===== config.mk =====
export PLATFORM = sky130hd
export DESIGN_NAME = sw_debounce_edge_irq
export DESIGN_NICKNAME = d
export VERILOG_FILES = /design/src/rtl/sw_debounce_edge_irq_pkg.sv /design/src/rtl/sw_debounce_edge_irq_bit.sv /design/src/rtl/sw_debounce_edge_irq.sv
export SDC_FILE = /design/constraint.sdc
export NUM_CORES = 1
export LEC_CHECK = 0
export CAP_MARGIN = 20
export CORE_ASPECT_RATIO = 0.8
export CORE_MARGIN = 8
export CORE_UTILIZATION = 63
export DETAILED_ROUTE_END_ITERATION = 10
export DONT_BUFFER_PORTS = 1
export HOLD_SLACK_MARGIN = 0.03
export PLACE_DENSITY_LB_ADDON = 0.12
export SLEW_MARGIN = 20
export SYNTH_ARGS = -nofsm -noshare
export SYNTH_HDL_FRONTEND = slang
export SYNTH_SLANG_ARGS = --single-unit

===== constraint.sdc =====
create_clock -name clk -period 2 [get_ports clk]
set_input_delay 0.2 -clock clk [delete_from_list [all_inputs] [get_ports clk]]
set_output_delay 0.2 -clock clk [all_outputs]
set_load 0.05 [all_outputs]

===== src/rtl/sw_debounce_edge_irq_pkg.sv =====
// Shared register map and control-bit layout for the switch debounce/edge interrupt block.
package sw_if_pkg;

  typedef enum logic [1:0] {
    REG_DATA     = 2'd0,
    REG_IRQ_MASK = 2'd1,
    REG_EDGE_CAP = 2'd2,
    REG_CTRL     = 2'd3
  } reg_addr_e;

  localparam int CTRL_DB_EN = 0;
  localparam int CTRL_RISE  = 1;
  localparam int CTRL_FALL  = 2;

  localparam logic [2:0] CTRL_RESET = 3'b111;

endpackage


===== src/rtl/sw_debounce_edge_irq_bit.sv =====
// One switch bit: multi-flop synchronizer followed by a tick-sampled stability counter.
module sw_debounce_bit
  import sw_if_pkg::*;
#(
  parameter int SYNC_STAGES  = 2,
  parameter int STABLE_TICKS = 4
) (
  input  logic clk,
  input  logic reset_n,
  input  logic sw_in,
  input  logic tick,
  input  logic enable,
  output logic sw_stable
);

  localparam int CNT_W = $clog2(STABLE_TICKS) + 1;
  localparam logic [CNT_W-1:0] CNT_LAST = CNT_W'(STABLE_TICKS - 1);

  logic [SYNC_STAGES-1:0] sync_q;
  logic                   sync;
  logic [CNT_W-1:0]       cnt_q;

  assign sync = sync_q[SYNC_STAGES-1];

  always_ff @(posedge clk or negedge reset_n) begin
    if (!reset_n) begin
      sync_q    <= '0;
      cnt_q     <= '0;
      sw_stable <= 1'b0;
    end else begin
      sync_q <= {sync_q[SYNC_STAGES-2:0], sw_in};
      if (!enable) begin
        sw_stable <= sync;
        cnt_q     <= '0;
      end else if (tick) begin
        // Any sample that agrees with the accepted value restarts the run.
        if (sync == sw_stable) begin
          cnt_q <= '0;
        end else if (cnt_q == CNT_LAST) begin
          sw_stable <= sync;
          cnt_q     <= '0;
        end else begin
          cnt_q <= cnt_q + CNT_W'(1);
        end
      end
    end
  end

endmodule


===== src/rtl/sw_debounce_edge_irq.sv =====
// Debounced switch input with sticky edge capture, maskable level irq and an Avalon-MM slave.
module sw_debounce_edge_irq
  import sw_if_pkg::*;
#(
  parameter int WIDTH        = 12,
  parameter int TICK_DIV     = 50000,
  parameter int STABLE_TICKS = 4,
  parameter int SYNC_STAGES  = 2
) (
  input  logic             clk,
  input  logic             reset_n,
  input  logic [WIDTH-1:0] sw_in,
  input  logic [1:0]       address,
  input  logic             chipselect,
  input  logic             write_n,
  input  logic [31:0]      writedata,
  output logic [31:0]      readdata,
  output logic [WIDTH-1:0] sw_stable,
  output logic             irq
);

  localparam int TICK_W = $clog2(TICK_DIV);
  localparam logic [TICK_W-1:0] TICK_LAST = TICK_W'(TICK_DIV - 1);

  logic [TICK_W-1:0] tick_cnt;
  logic              tick;
  logic [WIDTH-1:0]  stable_q;
  logic [WIDTH-1:0]  edge_cap;
  logic [WIDTH-1:0]  irq_mask;
  logic [2:0]        ctrl;
  logic [WIDTH-1:0]  rise;
  logic [WIDTH-1:0]  fall;
  logic [WIDTH-1:0]  sel;
  logic [WIDTH-1:0]  clr;
  logic              wr_en;
  logic              unused_wdata;

  assign unused_wdata = ^writedata;

  assign tick = (tick_cnt == TICK_LAST);

  always_ff @(posedge clk or negedge reset_n) begin
    if (!reset_n) begin
      tick_cnt <= '0;
    end else if (tick) begin
      tick_cnt <= '0;
    end else begin
      tick_cnt <= tick_cnt + TICK_W'(1);
    end
  end

  for (genvar i = 0; i < WIDTH; i++) begin : g_bit
    sw_debounce_bit #(
      .SYNC_STAGES  (SYNC_STAGES),
      .STABLE_TICKS (STABLE_TICKS)
    ) u_bit (
      .clk       (clk),
      .reset_n   (reset_n),
      .sw_in     (sw_in[i]),
      .tick      (tick),
      .enable    (ctrl[CTRL_DB_EN]),
      .sw_stable (sw_stable[i])
    );
  end

  assign wr_en = chipselect & ~write_n;
  assign rise  = sw_stable & ~stable_q;
  assign fall  = ~sw_stable & stable_q;
  assign sel   = (rise & {WIDTH{ctrl[CTRL_RISE]}}) | (fall & {WIDTH{ctrl[CTRL_FALL]}});
  assign clr   = (wr_en && address == REG_EDGE_CAP) ? writedata[WIDTH-1:0] : '0;

  always_ff @(posedge clk or negedge reset_n) begin
    if (!reset_n) begin
      stable_q <= '0;
      edge_cap <= '0;
      irq_mask <= '0;
      ctrl     <= CTRL_RESET;
    end else begin
      stable_q <= sw_stable;
      // A fresh edge in the same cycle as its W1C must not be lost.
      edge_cap <= (edge_cap & ~clr) | sel;
      if (wr_en && address == REG_IRQ_MASK) irq_mask <= writedata[WIDTH-1:0];
      if (wr_en && address == REG_CTRL)     ctrl     <= writedata[2:0];
    end
  end

  assign irq = |(edge_cap & irq_mask);

  always_comb begin
    readdata = '0;
    case (address)
      REG_DATA:     readdata = 32'(sw_stable);
      REG_IRQ_MASK: readdata = 32'(irq_mask);
      REG_EDGE_CAP: readdata = 32'(edge_cap);
      REG_CTRL:     readdata = {29'd0, ctrl};
      default:      readdata = '0;
    endcase
  end

endmodule


== Word-level counts from Yosys, hierarchy flattened ==
Index checks and enable logic that the tools add are counted.

* $add $sub $neg: 13
* Eq/ne operators: 53
* Muxes and demuxes: 99
* Bitwise gates (word level): 13
* Reduce and logical (&&, ||, !) cells: 17

{| class="wikitable"
|+ Operators by type and width
! operator !! count
|-
| $mux W3 || 48
|-
| $pmux W32 S4 || 1
|-
| $and A12 B12 Y12 || 6
|-
| $mux W1 || 48
|-
| $add A3 B1 Y3 const B || 12
|-
| $eq A3 B2 Y1 const B || 12
|-
| $not A12 Y12 || 3
|-
| $reduce_and A3 Y1 || 12
|-
| $ne A2 B1 Y1 const B || 13
|-
| $ne A2 B2 Y1 const B || 12
|-
| $or A12 B12 Y12 || 2
|-
| $add A16 B1 Y16 const B || 1
|-
| $eq A16 B16 Y1 const B || 1
|-
| $mux W16 || 1
|-
| $eq A1 B1 Y1 || 12
|-
| $mux W12 || 1
|-
| $reduce_or A12 Y1 || 1
|-
| $eq A2 B2 Y1 const B || 2
|-
| $logic_and A1 B1 Y1 || 3
|-
| $eq A2 B1 Y1 const B || 1
|-
| $logic_not A2 Y1 || 1
|-
| $and A1 B1 Y1 || 1
|-
| $not A1 Y1 || 1
|}

* Register bits after elaboration: 127
* Output and inout port bits: 45

== Depth between registers and ports, before layout ==
* Depth after elaboration: 7
* Gate-level depth with buffers: 7

== Modules after synthesis ==
A second synthesis with hierarchy kept.

* Cell total of the unflattened synthesis: 506
* Area, all modules: 5,710.5 um^2

{| class="wikitable"
|+ Modules (own cells, without submodules)
! module !! times used !! cells an instance !! area each (um^2)
|-
| sw_debounce_bit || 12 || 21 || 249.0
|-
| sw_debounce_edge_irq || 1 || 254 || 2,722.6
|}

== Worst setup path before layout ==
No wires, ideal clock.

* Path type: in2out
* Start point: in address[0]
* End point: out readdata[10]
* Arrival: 1.887 ns
* Required time: 1.800 ns
* Path slack: -0.087 ns
* Stages on the path: 4
* Cell sequence: clkbuf_1 buf_2 mux2i_1 o21ai_0

* Cells in the longest elaborated chain, start to end: 2
* Elaborated cells between the ends (all ways): 5
* Those cells by class: 3 x eq/ne; 1 x mux; 1 x reduce/logical

{| class="wikitable"
|+ RTL lines
! element !! line !! RTL
|-
| start: declaration || sw_debounce_edge_irq.sv:13 || <nowiki>input logic [1:0] address,</nowiki>
|-
| $eq A2 B2 Y1, or another cell as far along || sw_debounce_edge_irq.sv:91 || <nowiki>case (address)</nowiki>
|-
| $pmux W32 S4 (*) || sw_debounce_edge_irq.sv:91 ||
|-
| end: declaration || sw_debounce_edge_irq.sv:17 || <nowiki>output logic [31:0] readdata,</nowiki>
|}

Mark *: on every way between the ends. The rest lies on a longest branch, timed or not. The select of a mux whose other input is x is not followed.

== Worst setup path after layout ==
* Start point: reg tick_cnt[1]
* End point: reg g_bit[7].u_bit.sw_stable

* Cells in the longest elaborated chain, start to end: 3

{| class="wikitable"
|+ RTL lines
! element !! line !! RTL
|-
| start: declaration || sw_debounce_edge_irq.sv:25 || <nowiki>logic [TICK_W-1:0] tick_cnt;</nowiki>
|-
| start signal: assignment || sw_debounce_edge_irq.sv:48 || <nowiki>tick_cnt <= tick_cnt + TICK_W'(1);</nowiki>
|-
| $eq A16 B16 Y1 || sw_debounce_edge_irq.sv:40 || <nowiki>assign tick = (tick_cnt == TICK_LAST);</nowiki>
|-
| $ne A2 B1 Y1 (no source line) || -- ||
|-
| $reduce_and A3 Y1 (no source line) || -- ||
|-
| end signal: assignment || sw_debounce_edge_irq_bit.sv:33 || <nowiki>sw_stable <= sync;</nowiki>
|-
| end signal: assignment || sw_debounce_edge_irq_bit.sv:40 || <nowiki>sw_stable <= sync;</nowiki>
|-
| end: declaration || sw_debounce_edge_irq_bit.sv:13 || <nowiki>output logic sw_stable</nowiki>
|}

Every way passes these cells.
A chain may end at the register's enable or synchronous reset.

==> results.py <==
metrics = {
    "worst_setup_path": {
        "r2r_slack_ns": 0.15,
        "critPathKind": "register to register",
        "required_ns": 2.30,
        "arrival_ns": 2.15,
        "ff2ff_path_depth": 6,
        "end_kind": "register",
        "critPathMaxFanout": 7,
        "rr_endpoint": "g_bit[7].u_bit.sw_stable",
        "cp-start-kind": "register",
        "regToRegStartpoint": "tick_cnt[1]",
    },
    "logic_synthesis": {
        "synth-seq-area-share_pct": 53.76,
        "synthArstFlopShare_pct": 100.0,
        "synth_area_sq_mm": 0.005918,
        "synth-edff-count": 0,
        "synth_top_area_share_pct": 52.43,
        "yosys-top-cells-area": "dfrtp_1 (52%), mux2_2 (4.9%), nand2_1 (4.5%), buf_4 (4.1%), ha_1 (2.7%)",
        "syn_area_per_cell_sq_um": 11.25,
        "synthCells": 526,
        "synth_cell_types": 50,
        "yosysWarnings": 0,
        "ys_seq_elements": 127,
        "ys.flop_type": "dfrtp_1",
        "synth_top_area_cell": "dfrtp_1",
    },
    "cells_and_area": {
        "mostFrequentLayoutCells": "dfrtp_1 (124), nand2_1 (71), buf_4 (37)",
        "layout_commonest_cell": "dfrtp_1",
        "n_antenna_cell": 0,
        "final-seq-area_sq_mm": 0.003182,
        "area_delta_synth_final_pct": 16.77,
        "final_nets": 637,
        "drive_gt1_share_pct": 19.08,
        "fillers": 607,
        "finalInstanceArea_sq_mm": 0.006910,
        "multi_input_area_sq_mm": 0.002447,
    },
    "detailed_routing": {
        "antenna_left": 0,
        "avgViaCountPerCell": 5.866,
        "first_pass_iters": 4,
        "drcViolationCount": 0,
        "dr_total_vias": 4118,
        "drt-initial-drc-count": 296,
        "routed_wl_mm": 13.01,
        "wl_per_cell_microns": 18.54,
    },
    "global_routing": {
        "track_usage_pct": 21.69,
        "grt-ovfl-total": 0,
        "grt_pass1_vias": 4413,
        "grt_start_max_net_pins": 128,
        "grt_pass1_wl_mm": 22.00,
        "antenna_found_initial": 0,
    },
    "place": {
        "dpl_cell_area_sq_mm": 0.006098,
        "place.gp.congestion": 0.8030,
        "place.port_buffers": 0,
        "dpl.hpwl_mm": 8.556,
    },
    "pwr": {
        "power.leakage_nw": 3.099,
        "power_density_mw_per_mm2": 1143,
        "max-vdd-ir-drop_mv": 0.9135,
    },
    "clocking": {
        "clockRootBuffer": "clkbuf_16",
        "cts-buffers-inserted": 17,
        "cts_tree": "yes",
        "worstSkewPairLatency_ns": 0.42,
        "cts.clk_slew.worst_paths_ns": 0.06,
        "htreeDepth": 4,
        "cts_hold_buffers": 24,
        "clock-sinks": 127,
        "clock_path_buffers": 2,
    },
    "sta": {
        "setup_tns_ns": 0,
        "period_share_pct": 92.69,
        "rsz0062_at_grt": "no",
        "worstMarginPinSlew_ns": 0.6896,
        "fin_worst_skew_ns": 0.005551,
        "min_period_ns": 1.854,
        "hold_violations": 127,
        "slew_headroom_pct": 53.93,
        "fmax_mhz": 539.4,
        "hold_slack_ns": -0.5244,
        "finalSetupViolCount": 0,
        "drv_slew": 0,
    },
    "floorplanning": {
        "chipHeight_microns": 102.7,
        "fp.dieW_microns": 124.4,
        "num_rows": 31,
        "coreArea_sq_mm": 0.009076,
        "start_util_pct": 65.21,
        "ios": 95,
        "dieArea_sq_mm": 0.01277,
    },
    "flow_run": {
        "maxCapViolCount": 0,
    },
    "run_status": {
        "violations": "negative hold slack",
        "outcome": "finished with violations",
    },
    "min_path": {
        "holdCritPathClass": "input pin to asynchronous set/reset pin",
    },
}
metrics by stage:
step	setup slack, ns	util (%)	instances	power, W
finish	0.1461	76.14	702	0.007897
global route	0.01558	76.14	702	0.008222
detailed placement	0.1781	67.19	646	0.004903
CTS	0.1231	76.14	702	0.007944
floorplan	0.1380	-	545	0.004547
global placement	0.2045	67.19	646	0.004826
critical path, stage by stage (launching register included):
cell and delay [ns]:
dfrtp_1 0.40, ha_1 0.18, and3_1 0.24, nand4_4 0.16
buf_4 0.21, o21ai_0 0.20, mux2_2 0.35
sequential cells by signal (all words and copies together), names as in the netlist:
signal and flops:
edge_cap 12, g_bit.u_bit.cnt_q 36, stable_q 12, g_bit.u_bit.sw_stable 12, tick_cnt 16, g_bit.u_bit.sync_q 24, irq_mask 12, ctrl 3
worst max-delay path by stage:
stage,endpoint,startpoint,cells after the start
3_5_place_dp,g_bit[7].u_bit.sw_stable,tick_cnt[4],5
3_3_place_gp,g_bit[7].u_bit.sw_stable,tick_cnt[12],5
6_report,g_bit[7].u_bit.sw_stable,tick_cnt[1],6
4_1_cts,g_bit[9].u_bit.sw_stable,tick_cnt[4],5
5_1_grt,g_bit[10].u_bit.cnt_q[1],tick_cnt[10],6
2_1_floorplan,readdata[4],address[1],3
final cells by class:
type	instances	share of cell area, %
Sequential cell	127	46.04
Multi-Input combinational cell	363	35.42
Timing Repair Buffer	63	8.075
Clock buffer	17	6.156
Clock inverter	15	2.118
Tap cell	115	2.082
Inverter	2	0.1086
power by group:
group	total [W]	internal, W	switching, W
clock	0.00297	0.00182	0.00115
combinational	0.00164	0.000637	0.00101
sequential	0.00329	0.00292	0.000368
synth_stat cells (9+ instances only):
cell type  count
dfrtp_1      124
nand2_1       71
buf_4         32
nand3_1       27
mux2_2        26
o21ai_0       23
nand2b_1      21
nor2_1        15
xor2_1        15
ha_1          13
clkbuf_1      12
nand4_1       11
mux2i_1       10
a21oi_1        9
xnor2_1        9
cell families (layout without fill, tap and decap cells):
kind of cell               Yosys count  in the layout  share of synthesized area [%]
and+or+nand+nor                    181            181                          16.36
muxes                               46             46                          9.112
AOI/OAI and AO/OA                   79             79                          8.309
other                                1             20                        0.06336
buffers and inverters               55             97                          6.089
DFF                                127            127                          53.76
xor gates and xnor gates            24             24                          3.552
adders and majority gates           13             13                          2.748
routing by layer:
metal | global-route usage [%] | vias up | part of all wire [%]
li1 | - | 1888 | -
met1 | 26.40 | 2114 | 43
met2 | 35.88 | 93 | 50
met3 | 6.783 | 23 | 5.7
met4 | 8.495 | 0 | 1.2
met5 | 0 | - | 0
timing repair:
item                                    in CTS  in global routing
endpoints found under the setup margin       0                  1
hold endpoints to repair                   166                127
resized for setup                            0                  1
buffers inserted                             0                  0
(Power assumes the default switching activity.)
